<file path="config.mk">
export PLATFORM = sky130hd
export DESIGN_NAME = polar_encoder
export DESIGN_NICKNAME = d
export VERILOG_FILES = /design/src/rtl/polar_encoder_pkg.sv /design/src/rtl/polar_encoder_butterfly.sv /design/src/rtl/polar_encoder.sv
export SDC_FILE = /design/constraint.sdc
export NUM_CORES = 2
export LEC_CHECK = 0
export CAP_MARGIN = 40
export CORE_ASPECT_RATIO = 1.1
export CORE_MARGIN = 1
export CORE_UTILIZATION = 38
export CTS_CLUSTER_DIAMETER = 80
export DETAILED_ROUTE_END_ITERATION = 7
export GPL_ROUTABILITY_DRIVEN = 0
export PLACE_DENSITY_LB_ADDON = 0.3
export SLEW_MARGIN = 20
export SYNTH_ARGS = -nofsm -noshare
export SYNTH_HDL_FRONTEND = slang
export SYNTH_SLANG_ARGS = --single-unit
</file>
<file path="constraint.sdc">
create_clock -name clk -period 4 [get_ports clk]
set_input_delay 1.2 -clock clk [delete_from_list [all_inputs] [get_ports clk]]
set_output_delay 1.2 -clock clk [all_outputs]
set_load 0.01 [all_outputs]
</file>
<file path="src/rtl/polar_encoder_pkg.sv">
// Shared constants and helpers for the multilevel-PPM polar code (N=256).
// Also holds the 106-bit information-set mask used by encoder and decoder.
package pkg_mlpolar;

  localparam int N = 256;
  localparam int LOG2N = 8;
  localparam int K_DESIGN = 106;

  function automatic logic [LOG2N-1:0] bitrev_idx(
    input logic [LOG2N-1:0] i
  );
    logic [LOG2N-1:0] r;
    for (int b = 0; b < LOG2N; b++) begin
      r[b] = i[LOG2N-1-b];
    end
    return r;
  endfunction

  function automatic int count_zeros(input logic [N-1:0] m);
    int c;
    c = 0;
    for (int i = 0; i < N; i++) begin
      if (!m[i]) c++;
    end
    return c;
  endfunction

  // RM-like information set: every index of weight >= 5,
  // topped up with the highest-valued weight-4 indices.
  function automatic logic [N-1:0] design_frozen();
    logic [N-1:0] m;
    int w;
    int w4;
    m = '1;
    w4 = 0;
    for (int i = N - 1; i >= 0; i--) begin
      w = $countones(i[LOG2N-1:0]);
      if (w >= 5) begin
        m[i] = 1'b0;
      end else if (w == 4 && w4 < K_DESIGN - 93) begin
        m[i] = 1'b0;
        w4++;
      end
    end
    return m;
  endfunction

endpackage

</file>
<file path="src/rtl/polar_encoder_butterfly.sv">
// One polar transform stage: u[j] ^= u[j + 2^s] wherever bit s of j is 0.
// Purely combinational; all eight stages are built and the live one muxed out.
module polar_butterfly_stage
  import pkg_mlpolar::*;
(
  input  logic [N-1:0] u_i,
  input  logic [2:0]   stage_i,
  output logic [N-1:0] u_o
);

  logic [LOG2N-1:0][N-1:0] res;

  for (genvar s = 0; s < LOG2N; s++) begin : g_s
    for (genvar j = 0; j < N; j++) begin : g_j
      if (((j >> s) & 1) == 0) begin : g_x
        assign res[s][j] = u_i[j] ^ u_i[j + (1 << s)];
      end else begin : g_p
        assign res[s][j] = u_i[j];
      end
    end
  end

  assign u_o = res[stage_i];

endmodule

</file>
<file path="src/rtl/polar_encoder.sv">
// N=256 polar encoder: serial info load, 8-cycle in-place transform, stream out.
// Define POLAR_ENC_BITREV_EN to emit coded bits in bit-reversed index order.
module polar_encoder
  import pkg_mlpolar::*;
#(
  parameter logic [N-1:0] FROZEN   = design_frozen(),
  parameter int           K_INFO_P = 106
) (
  input  logic clk,
  input  logic rst_n,
  input  logic enc_start,
  input  logic info_valid,
  input  logic info_bit,
  output logic info_ready,
  output logic cw_valid,
  output logic cw_bit,
  output logic cw_last,
  input  logic cw_ready,
  output logic enc_done,
  output logic busy
);

  if (count_zeros(FROZEN) != K_INFO_P) begin : g_k_chk
    $error("K_INFO_P differs from zero count of FROZEN");
  end

  typedef enum logic [1:0] {
    ST_IDLE,
    ST_LOAD,
    ST_ENCODE,
    ST_EMIT
  } enc_state_t;

  enc_state_t state_q, state_d;
  logic [N-1:0] u_q, u_d, u_bfly;
  logic [LOG2N-1:0] ptr_q, ptr_d;
  logic [LOG2N-1:0] idx_q, idx_d, map_idx;
  logic [2:0] stage_q, stage_d;
  logic done_q, done_d;
  logic adv;

  polar_butterfly_stage u_bfly_stage (
    .u_i     (u_q),
    .stage_i (stage_q),
    .u_o     (u_bfly)
  );

`ifdef POLAR_ENC_BITREV_EN
  assign map_idx = bitrev_idx(idx_q);
`else
  assign map_idx = idx_q;
`endif

  assign busy       = state_q != ST_IDLE;
  assign info_ready = (state_q == ST_LOAD)
                    && !FROZEN[ptr_q];
  assign adv        = FROZEN[ptr_q]
                    || (info_valid && info_ready);
  assign cw_valid   = state_q == ST_EMIT;
  assign cw_bit     = cw_valid && u_q[map_idx];
  assign cw_last    = cw_valid && (&idx_q);
  assign enc_done   = done_q;

  always_comb begin
    state_d = state_q;
    u_d     = u_q;
    ptr_d   = ptr_q;
    stage_d = stage_q;
    idx_d   = idx_q;
    done_d  = 1'b0;
    unique case (state_q)
      ST_IDLE: begin
        u_d   = '0;
        ptr_d = '0;
        if (enc_start) state_d = ST_LOAD;
      end
      ST_LOAD: begin
        if (adv) begin
          u_d[ptr_q] = !FROZEN[ptr_q] && info_bit;
          ptr_d      = ptr_q + 1'b1;
          if (&ptr_q) begin
            state_d = ST_ENCODE;
            stage_d = '0;
          end
        end
      end
      ST_ENCODE: begin
        u_d     = u_bfly;
        stage_d = stage_q + 1'b1;
        if (&stage_q) begin
          state_d = ST_EMIT;
          idx_d   = '0;
        end
      end
      ST_EMIT: begin
        if (cw_ready) begin
          idx_d = idx_q + 1'b1;
          if (&idx_q) begin
            state_d = ST_IDLE;
            done_d  = 1'b1;
          end
        end
      end
      default: state_d = ST_IDLE;
    endcase
  end

  always_ff @(posedge clk or negedge rst_n) begin
    if (!rst_n) begin
      state_q <= ST_IDLE;
      u_q     <= '0;
      ptr_q   <= '0;
      stage_q <= '0;
      idx_q   <= '0;
      done_q  <= 1'b0;
    end else begin
      state_q <= state_d;
      u_q     <= u_d;
      ptr_q   <= ptr_d;
      stage_q <= stage_d;
      idx_q   <= idx_d;
      done_q  <= done_d;
    end
  end

endmodule

</file>
# Word level (Yosys, flattened, before mapping)
# Memories as Yosys holds them, arrays and structs flattened.
# Index checks and enable logic that the tools add are counted.
[word_totals]
n_memories = 1
output_inout_bits = 6
wordCells = 1097
mem_bits_ro = 256
regBits = 278
[classes]
eq_ne = 9
n_mux = 28
n_reduce_logical = 22
bitwise_logic = 1024
order_cmp = 4
addsub = 3
[memory_table]
columns = ["memory", "depth", "word_bits", "read_ports", "rd_ports_with_merged_regs", "wr", "line_no", "source"]
rows = [
  ["(no name shown)", 256, 1, 1, 0, 0, "polar_encoder.sv:79", "u_d[ptr_q] = !FROZEN[ptr_q] && info_bit;"],
]
[ops]
columns = ["operator", "n"]
rows = [
  ["bitwise XOR 1 bit", 1024],
  ["binary-select mux 256 bit (select 3 bit)", 1],
  ["case mux 256 bit (3 select lines)", 1],
  ["2-to-1 mux 256 bit", 2],
  ["bitwise mux 256 bit", 1],
  ["case mux 8 bit (2 select lines)", 2],
  ["2-to-1 mux 8 bit", 3],
  ["less-than comparator 8 x 9 -> 1 bit, second input constant", 2],
  ["adder 8 x 1 -> 8 bit, second input constant", 2],
  ["AND reduction 8 bit", 2],
  ["2-to-1 mux 2 bit", 6],
  ["AND reduction 3 bit", 3],
  ["binary-select mux 1 bit (select 8 bit)", 1],
  ["demux 1 bit (select 8 bit)", 1],
  ["greater-or-equal comparator 8 x 1 -> 1 bit, second input constant", 1],
  ["case mux 2 bit (4 select lines)", 1],
  ["nonzero test 2 bit", 4],
  ["logical AND 1 bit", 6],
  ["2-to-1 mux 1 bit", 6],
  ["2-to-1 mux 3 bit", 2],
  ["!= test 2 x 1 -> 1 bit, second input constant", 3],
  ["!= test 2 bit, second input constant", 3],
  ["case mux 3 bit (2 select lines)", 1],
  ["AND reduction 6 bit", 1],
  ["other kinds (9)", 11],
]

# Longest topological paths before layout
[logic_depth]
ltp_word = 8
mapped_depth = 13

# Cells and area by module
# From an unflattened synthesis, not the netlist that was laid out.
[hier_totals]
hier_cells = 3409
area_unflattened_um2 = 29560.9
[modules_own_cells]
columns = ["mod", "area_each_um2", "cells_each", "n_inst", "seq_area_each_um2"]
rows = [
  ["polar_encoder", 18853.1, 1940, 1, 6956.7],
  ["polar_butterfly_stage", 10707.8, 1469, 1, 0.0],
]

# Worst setup path after synthesis
# Ideal clock, no wire load.
[synth_path]
kind = "reg2out"
from = "reg idx_q[0]"
to = "out cw_bit"
path_buffers = 5
t_arrival_ns = 2.387
path_slack_ns = 0.413
stages_incl_launch_ff = 11
path_cell_list = "dfrtp_1 > clkbuf_2 > buf_4 > buf_4 > buf_4 > buf_4 > mux4_2 > a211oi_1 > a211oi_1 > o311ai_0 > o211ai_1"
[synth_between]
elab_chain_cells = 3
[synth_rtl]
columns = ["item", "line_no", "source"]
rows = [
  ["start, declared", "polar_encoder.sv:37", "logic [LOG2N-1:0] idx_q, idx_d, map_idx;"],
  ["start signal, assigned", "polar_encoder.sv:121", "idx_q <= idx_d;"],
  ["binary-select mux 1 bit (select 8 bit)", "polar_encoder.sv:60", "assign cw_bit = cw_valid && u_q[map_idx];"],
  ["2-to-1 mux 1 bit (implied by the code)", "polar_encoder.sv:60", ""],
  ["logical AND 1 bit", "polar_encoder.sv:60", ""],
  ["end, declared", "polar_encoder.sv:16", "output logic cw_bit,"],
]
# Every way passes these cells. The select of a mux whose other input is x is not followed.

# Worst setup path in the final report
# Ends and elaborated chain as after synthesis.

==> flow_summary_export.csv <==
group,metric,value,unit
status,status,"finished with violations",
status,violations,"design-rule violations, negative setup slack",
detailed_routing,antenna_left,0,
pwr,p_per_area,299.2,nW/um^2
min_path,holdCritPathClass,"reg2reg",
detailed_routing,drc,2,
pwr,combPwrFrac,33.9,%
grt,grt_remaining_overflow,0,
grt,grt_max_degree,137,
clock_tree,numCtsBuffers,39,
worst_setup_path,crit_path_end_kind,"output pin",
timing,setup_viol,1,
worst_setup_path,critPathLaunchType,"flip-flop",
layout,drive_gt1_share,18.97,%
worst_setup_path,critPathArrivalTime,3.29,ns
pwr,switching_share,37.41,%
detailed_routing,wire_per_inst,33.30,microns
clock_tree,tritoncts,"built",
pwr,peakVddDrop,0.2763,mV
layout,final_util,44.45,%
timing,rsz0062_at_grt,"yes",
worst_setup_path,critPathTopFamily,"compound AO/OA/AOI/OAI gates",
timing,timing_hold_violations_final,0,
synthesis,synth.largest_area_cell,"dfrtp_1",
layout,area_growth_syn_to_layout,15.47,%
placed_design,place_inst,4563,
timing,layout_min_cycle_time,4.489,ns
floorplan,rows,105,
layout,num-fill-cells,7399,
synthesis,syn_nets,3681,
synthesis,yosysUniqueCellTypes,81,
synthesis,synth_area_leaders,"dfrtp_1 (24%), mux4_2 (7.5%), nand2_1 (7.1%)",
grt,grt_pass1_vias,30173,
clock_tree,cts.sinks,278,
floorplan,die_y,290.9,microns
detailed_routing,viasPerCell,7.201,
placed_design,portBuffers,11,
timing,tns,-0.4887,ns
detailed_routing,dr.pass1.iters,8,
layout,stdcell_count,4649,
floorplan,start_util,38.49,%
layout,nets,3672,
timing,drv_slew,0,
clock_tree,hold_buffers,0,
grt,antenna_found_initial,15,
placed_design,pre_cts_slack,-0.4986,ns
timing,fmax,222.8,MHz
layout,fin_area,33280,sq um
detailed_routing,num_vias,33479,
synthesis,ys_ff_latch,278,
pwr,power.share.clock,35.7,%
timing,fin_crit_sh,112.2,%
clock_tree,clk_pin_slew_worst_paths,0.06,ns
detailed_routing,drt_iter0_markers,6092,
synthesis,ys.flop_type,"dfrtp_1",
worst_setup_path,required,2.80,ns
timing,clock_skew,0.02652,ns
synthesis,synth_edf_count,0,
synthesis,yosys.area.top_type_share,24.13,%
pwr,p_switching,3.725,mW
grt,grt_use_total,39.15,%
clock_tree,cts_max_path_buffers,3,
pwr,seqPwrFrac,30.4,%
detailed_routing,routed_wl,154800,microns
synthesis,synth_seq_area_share,24.13,%
worst_setup_path,critPathMaxStageDelay,0.54,ns
pwr,p_int,6.232,mW
placed_design,dpl_cell_area,31780,sq um
worst_setup_path,crit_chain,"buf_12 > mux4_2 > mux2i_2 > nor2_1 > a211oi_2 > buf_4 > nor2_1 > o311ai_1 > o211ai_1 > buf_2",
worst_setup_path,critPathKind,"reg2out",
placed_design,dp_hpwl,105000,microns
synthesis,ys_warn_count,0,
flow_run,cap_violations,0,
timing,slew_headroom,28.54,%
synthesis,synthArstFlopShare,100.0,%
worst_setup_path,path_buf_inv,3,
floorplan,dieArea,76970,sq um
clock_tree,clock_latency,0.60,ns
synthesis,syn_area,28830,sq um
clock_tree,htree_num_levels,2,
worst_setup_path,path_common_cell,"nor2_1",
timing,tightest_slew,1.072,ns
floorplan,coreArea,74880,sq um
floorplan,io_pins,12,
synthesis,avgSynthCellArea,7.872,sq um
grt,grt_first_pass_wirelength,220300,microns
pwr,p_leak,12.12,nW
timing,setup_ws,-0.4887,ns
synthesis,netlist_instances,3662,
clock_tree,cts-root-buf,"clkbuf_16",
worst_setup_path,critPathSlowestCell,"mux4_2",
floorplan,die_w,264.6,microns
worst_setup_path,cp_max_fo,11,
-- power groups by stage --
stage	clock (mW)	combinational [mW]	sequential (mW)
final	3.55	3.38	3.02
after global routing	3.65	3.46	3.02
after CTS	3.55	3.18	3.02
after detailed placement	0	3.06	3.06
after global placement	0	3.04	3.06
after floorplan	0	1.65	3.01
-- final cells by class --
cell class	count	area [sq um]	area share [%]
clock inverter	12	121.4	0.3646
antenna	6	15.01	0.04511
sequential	278	6977	20.96
clock buffer	56	1110	3.334
multi-input combinational	2857	19860	59.66
timing repair buffer	453	3906	11.74
tap	963	1205	3.620
inverter	24	93.84	0.2819
-- worst min-delay path, cell delays in order, from the launching register on --
cell and delay [ns]:
dfrtp_1 0.41, nand2_1 0.07, o31ai_1 0.06
-- stage by stage --
step | hold WS [ns] | total power, mW
finish | 0.5745 | 9.958
global route | 0.6165 | 10.13
CTS | 0.5671 | 9.745
detailed placement | 0.5608 | 6.119
global placement | 0.5617 | 6.106
floorplan | 0.5065 | 4.657
-- cell families (layout without fill, tap and decap cells) --
kind of cell | Yosys count | count (layout) | synth area share (%)
XOR/XNOR | 228 | 228 | 6.927
AO/OA/AOI/OAI | 1269 | 1269 | 29.88
AND/OR/NAND/NOR | 1038 | 1038 | 15.74
buffers and inverters | 527 | 545 | 7.700
multiplexers | 309 | 309 | 15.05
flip-flops | 278 | 278 | 24.13
adder cells (fa/ha/maj) | 13 | 13 | 0.5643
other | 0 | 6 | 0
-- placed cells by master, fill, tap and decap left out, types with 80 or more instances in the layout --
| cell | instances |
|---|---|
| xnor2_1 | 113 |
| buf_4 | 401 |
| a21oi_1 | 247 |
| mux2i_1 | 175 |
| o31ai_1 | 100 |
| dfrtp_1 | 272 |
| nand3_1 | 91 |
| nand2_1 | 549 |
| a32oi_1 | 171 |
| a22o_1 | 80 |
| xor2_1 | 115 |
| mux4_2 | 96 |
| o21ai_0 | 279 |
| nor2_1 | 193 |
-- worst paths after layout --
path	startpoint	endpoint	slack [ns]	cells after the start
max in group asynchronous	rst_n	u_q[177]	2.43	2
worst min register to register	u_q[16]	u_q[16]	0.57	2
worst max register to register	stage_q[1]	u_q[71]	0.65	10
worst max-delay path	idx_q[0]	cw_bit	-0.49	10
min in group asynchronous	rst_n	u_q[8]	0.63	1
worst min-delay path	u_q[16]	u_q[16]	0.57	2
-- what timing repair did --
item	CTS	global route
gates resized for setup	27	9
endpoints found under the setup margin	2	3
pin swaps	7	5
buffers inserted	10	0
-- sequential cells by signal, summed over array words and instances, names as in the netlist --
name and cells:
state_q 2, idx_q 8, stage_q 3, ptr_q 8, enc_done 1, u_q 256
-- layer usage --
layer | vias up | GRT usage [%] | wire, microns | share of wire [%]
met2 | 3212 | 53.82 | 61200 | 40
met5 | - | 0.06285 | 104 | 0.067
met1 | 15701 | 47.09 | 52940 | 34
met3 | 982 | 15.70 | 23970 | 15
li1 | 13570 | - | - | -
met4 | 14 | 33.78 | 16600 | 11
-- Yosys cell counts (25+ instances only) --
cell type,n
xor2_1,115
mux4_2,96
dfrtp_1,278
nor3_1,31
nor2b_1,33
nand3_1,91
mux2_2,36
a22o_1,80
buf_2,118
xnor2_1,113
and3_1,25
a32oi_1,171
buf_1,45
o21ai_0,280
a21oi_1,247
a22oi_1,61
mux2i_1,177
clkbuf_1,309
o31ai_1,100
nand2b_1,36
o22ai_1,56
a31oi_1,56
nor2_1,196
nand2_1,549
No activity file was read; power rests on OpenSTA's default activity.
